==> src/rtl/prio_enc_scan.sv <==
// rtl/prio_enc_scan.sv - sequential priority encoder: reports every set request bit, highest first
// Optional feature macro: PRIO_ENC_SCAN_COUNT_EN (adds the remain output)
module prio_enc_scan #(
    parameter int WIDTH  = 8,
    parameter int CODE_W = 3
) (
    input  logic              clk,
    input  logic              rst_n,
    input  logic              en,
    input  logic              load,
    input  logic [WIDTH-1:0]  data,
    output logic              idle,
    output logic              out_valid,
    input  logic              out_ready,
    output logic [CODE_W-1:0] code,
    output logic              last,
    output logic              zero
`ifdef PRIO_ENC_SCAN_COUNT_EN
    ,
    output logic [CODE_W:0]   remain
`endif
);

    generate
        if (WIDTH < 2 || WIDTH > 256 || CODE_W != $clog2(WIDTH)) begin : g_bad_param
            $error("prio_enc_scan: WIDTH must be 2..256 and CODE_W must equal clog2(WIDTH)");
        end
    endgenerate

    typedef enum logic {
        S_IDLE,
        S_SCAN
    } state_t;

    state_t             state;
    logic [WIDTH-1:0]   pending;
    logic [CODE_W-1:0]  msb_idx;
    logic [WIDTH-1:0]   msb_mask;
    logic               single;
    logic               xfer;

    // Locate the highest pending bit and detect a single remaining bit
    always_comb begin
        msb_idx  = '0;
        msb_mask = '0;
        for (int i = 0; i < WIDTH; i++) begin
            if (pending[i]) begin
                msb_idx     = CODE_W'(i);
                msb_mask    = '0;
                msb_mask[i] = 1'b1;
            end
        end
        single = (pending != '0) && ((pending & (pending - WIDTH'(1))) == '0);
    end

    // Outputs are forced to 0 outside a scan so nothing undefined leaks out
    assign code = out_valid ? msb_idx : '0;
    assign last = out_valid & single;
    assign xfer = out_valid & out_ready;

`ifdef PRIO_ENC_SCAN_COUNT_EN
    logic [CODE_W:0] ones;

    // Population count of the incoming vector, used to seed remain
    always_comb begin
        ones = '0;
        for (int i = 0; i < WIDTH; i++) begin
            ones = ones + (CODE_W + 1)'(data[i]);
        end
    end

    // Count of indices still to be reported in the current scan
    always_ff @(posedge clk or negedge rst_n) begin
        if (!rst_n) begin
            remain <= '0;
        end else if (!en) begin
            remain <= '0;
        end else if (state == S_IDLE) begin
            if (load && data != '0) begin
                remain <= ones;
            end
        end else if (xfer) begin
            remain <= remain - 1'b1;
        end
    end
`endif

    // Scan controller: capture, hand out one index per handshake, return to idle
    always_ff @(posedge clk or negedge rst_n) begin
        if (!rst_n) begin
            state     <= S_IDLE;
            pending   <= '0;
            idle      <= 1'b1;
            out_valid <= 1'b0;
            zero      <= 1'b0;
        end else if (!en) begin
            state     <= S_IDLE;
            pending   <= '0;
            idle      <= 1'b1;
            out_valid <= 1'b0;
            zero      <= 1'b0;
        end else begin
            case (state)
                S_IDLE: begin
                    zero <= 1'b0;
                    if (load) begin
                        if (data != '0) begin
                            pending   <= data;
                            state     <= S_SCAN;
                            idle      <= 1'b0;
                            out_valid <= 1'b1;
                        end else begin
                            zero <= 1'b1;
                        end
                    end
                end
                S_SCAN: begin
                    zero <= 1'b0;
                    if (xfer) begin
                        pending <= pending & ~msb_mask;
                        if (single) begin
                            state     <= S_IDLE;
                            idle      <= 1'b1;
                            out_valid <= 1'b0;
                        end
                    end
                end
                default: begin
                    state     <= S_IDLE;
                    pending   <= '0;
                    idle      <= 1'b1;
                    out_valid <= 1'b0;
                    zero      <= 1'b0;
                end
            endcase
        end
    end

endmodule

==> config.mk <==
export PLATFORM = sky130hd
export DESIGN_NAME = prio_enc_scan
export DESIGN_NICKNAME = d
export VERILOG_FILES = /design/src/rtl/prio_enc_scan.sv
export SDC_FILE = /design/constraint.sdc
export NUM_CORES = 1
export LEC_CHECK = 0
export CORE_AREA = 4 4 50 52
export CTS_CLUSTER_SIZE = 10
export DETAILED_ROUTE_END_ITERATION = 8
export DIE_AREA = 0 0 54 56
export PLACE_DENSITY = 0.69
export SLEW_MARGIN = 40
export SYNTH_ARGS = -nofsm -noshare
export SYNTH_HDL_FRONTEND = slang
export SYNTH_SLANG_ARGS = --single-unit
==> constraint.sdc <==
create_clock -name clk -period 1.88 [get_ports clk]
set_input_delay 0.188 -clock clk [delete_from_list [all_inputs] [get_ports clk]]
set_output_delay 0.188 -clock clk [all_outputs]
set_load 0.03 [all_outputs]
==> summary.md <==
| Metric | Value |
|---|---|
| Ys async rst share | `100%` |
| Clock Path Buffers | `2` |
| Number of nets in the layout | `125` |
| PnR Total Power | `1240 uW` |
| Combinational family with the most area after synthesis | `compound AO/OA/AOI/OAI gates` |
| Inserted Clock Buffers | `3` |
| Worst Path Required | `1.69 ns` |
| DRC viols | `0` |
| Clock slew at reported path FFs | `0.08 ns` |
| Layout area overhead | `45.8%` |
| Tmin final | `1.87 ns` |
| Core area | `2110 sq um` |
| Antenna violations before repair | `0` |
| Mux cell area share after synthesis | `0%` |
| CP arrival | `1.68 ns` |
| Cell count after synthesis | `83` |
| First-pass GRT wire length | `3620 um` |
| Worst-Margin Slew | `0.573 ns` |
| Register-to-register setup slack | `0.27 ns` |
| Largest cells by area after synthesis | `dfrtp_1 35%, a22o_1 6.7%, o21ai_0 5.7%` |
| CTS tree | `built` |
| Final setup violation count | `0` |
| Leak | `0.000488 uW` |
| HPWL after DPL | `1570 um` |
| R2R cell count | `6` |
| Post-Synth XOR/XNOR Area | `2.22%` |
| Ratio of cells with drive above 1 in the final layout | `36.0%` |
| Worst-skew pair later-pin latency | `0.28 ns` |
| DRT Pass-1 Iters | `4` |
| H-Tree Depth | `1` |
| Status | `complete, no violations` |
| Io pins | `20` |
| Mean post-synth cell area | `9.51 sq um` |
| Final Max Slew Viols | `0` |
| Port bufs | `19` |
| R2R Path End | `pending[1]$_DFFE_PN0P_` |
| Synth Area in Adders | `0%` |
| Layout Utilization | `54.7%` |
| Via density | `5.67` |
| Syn. warnings | `0` |
| Final WL | `2230 um` |
| Num rows | `17` |
| Detailed Route Iter0 Violations | `26` |
| Final period util | `99.4%` |
| Hold WC Path Type | `input port to asynchronous set/reset pin` |
| Routed via count | `788` |
| # clock sinks | `12` |
| Vias in the first global route | `806` |
| Non-filler cells, final | `139` |
| Crit path kind | `flop to primary output` |
| Clock Tree Root | `clkbuf_4` |
| Hold Vio Cnt, Final | `0` |
| Chip Height | `56 um` |
| Relative slew slack | `61.7%` |
| Routability Congestion | `0.865` |
| Die Width | `54 um` |
| Number of flops mapped to enable cells by yosys | `0` |
| CTS Hold Buffers Added | `0` |
| Worst Setup Start Kind | `flop` |
| Synth Flop Type | `dfrtp_1` |
| Worst vdd ir | `0.642 mV` |
| Max Clk Rate | `0.535 GHz` |
| Crit Reg-Reg Startpoint | `pending[4]$_DFFE_PN0P_` |
| RSZ-0062 raised after global routing | `yes` |
| Layout Skew | `0.00354 ns` |
| Die area | `3020 sq um` |
| Top cell type's share of synthesized area | `34.9%` |
| Post-Synth Simple-Gate Area | `23.9%` |
| Syn nets | `96` |
| Diodes inserted | `0` |
| Synthesized flop and latch total | `12` |
| Routed len/inst | `16.0 um` |
| Max-Cap Viols | `0` |
| Starting Density | `37.5%` |
| Synth Area in Compound Gates | `29.2%` |
| Synth cell count leaders | `11 x dfrtp_1, 9 x o21ai_0, 6 x a22o_1, 6 x nor2_1, 4 x nand2_1` |
| Placed Instances | `130` |
| GRT Overall Usage | `16.3%` |
| CP Max Fanout | `7` |
| Synthesized area | `790 sq um` |
| P per Cell Area | `1080 nW/um^2` |
| Synth area leader | `dfrtp_1` |
| Most numerous cell in the Yosys netlist | `dfrtp_1` |
| Crit path capture type | `primary output` |
| ANT nets after route | `0` |
| Yosys cell types | `39` |
| Largest net degree at the start of global routing | `13` |
| Post-synthesis sequential area ratio | `38.2%` |
| Setup TNS | `0 ns` |
| Total gr overflow | `0` |
## worst max path at each step
stage	from	endpoint	cells past startpoint
6_report	pending[4]$_DFFE_PN0P_	last	6
5_1_grt	pending[7]$_DFFE_PN0P_	last	6
4_1_cts	pending[6]$_DFFE_PN0P_	last	6
3_5_place_dp	pending[6]$_DFFE_PN0P_	code[2]	3
3_3_place_gp	data[1]	pending[5]$_DFFE_PN0P_	6
2_1_floorplan	out_valid$_DFFE_PN0P_	code[1]	2
## cells by family (layout without fill, tap and decap cells)
logic type / Yosys count / after routing
compound gates: 31 / 31
simple gates: 29 / 29
flops: 12 / 12
buf+inv: 9 / 37
xor+xnor: 2 / 2
## critical path: stages, from the launching register on
cell,delay (ns)
dfrtp_2,0.49
nor4_4,0.25
buf_4,0.17
o31a_4,0.15
a21oi_4,0.04
nor2b_1,0.13
buf_4,0.17
## report_power, final
group	internal (uW)	switching, uW	leakage [uW]	total, uW
clock network	118	94.6	0.0000210	212
logic	315	307	0.000320	621
registers	314	93.9	0.000147	408
total	746	495	0.000488	1240
## state kept, by name, indices dropped and copies added (netlist names)
name and flops:
idle 1, pending 8, out_valid 1, zero 1
state 1
## per-stage QoR
stage | cell area (sq um) | hold slack, ns | worst slack [ns]
2_1_floorplan | 790 | -0.108 | 0.184
3_3_place_gp | 1010 | 0.530 | 0.128
3_5_place_dp | 1010 | 0.536 | 0.111
4_1_cts | 1110 | 0.288 | -0.00516
5_1_grt | 1150 | 0.335 | -0.0727
6_report | 1150 | 0.271 | 0.0109
## layout by cell type (no fill, tap or decap), types with 2 or more instances in the layout
master,synthesis,final
dfrtp_1,11,4
nor2_1,6,6
a221o_1,3,3
nand2_1,4,4
clkdlybuf4s50_1,0,15
a31o_2,2,2
nor3_1,3,2
and3_1,2,2
a22o_1,6,6
nor4_2,1,2
clkbuf_4,0,3
nor4_1,3,2
dlygate4sd2_1,0,2
inv_1,2,2
buf_4,2,10
o21ai_0,9,8
buf_6,1,2
nand2_2,2,2
dfrtp_2,0,7
## layout make-up
type | instances | area (sq um)
clock buffers | 4 | 36.3
well taps | 28 | 35.0
fillers | 185 | 955
repair buffers | 30 | 285
flip-flops and latches | 12 | 310
multi-input cells | 62 | 473
inverters | 3 | 11.3
## routing by layer
metal,vias to the layer above,GRT usage [%],routed length (um)
li1,369,-,-
met1,388,19.0,923
met2,26,27.7,1140
met3,5,3.49,122
met4,0,6.76,43
met5,-,0,0
## timing repair
action                                  CTS  global route
endpoints found under the hold margin     0             0
resized for setup                        10             8
endpoints found under the setup margin    3             2
setup buffers                             4             1
No activity file was read; power rests on OpenSTA's default activity.
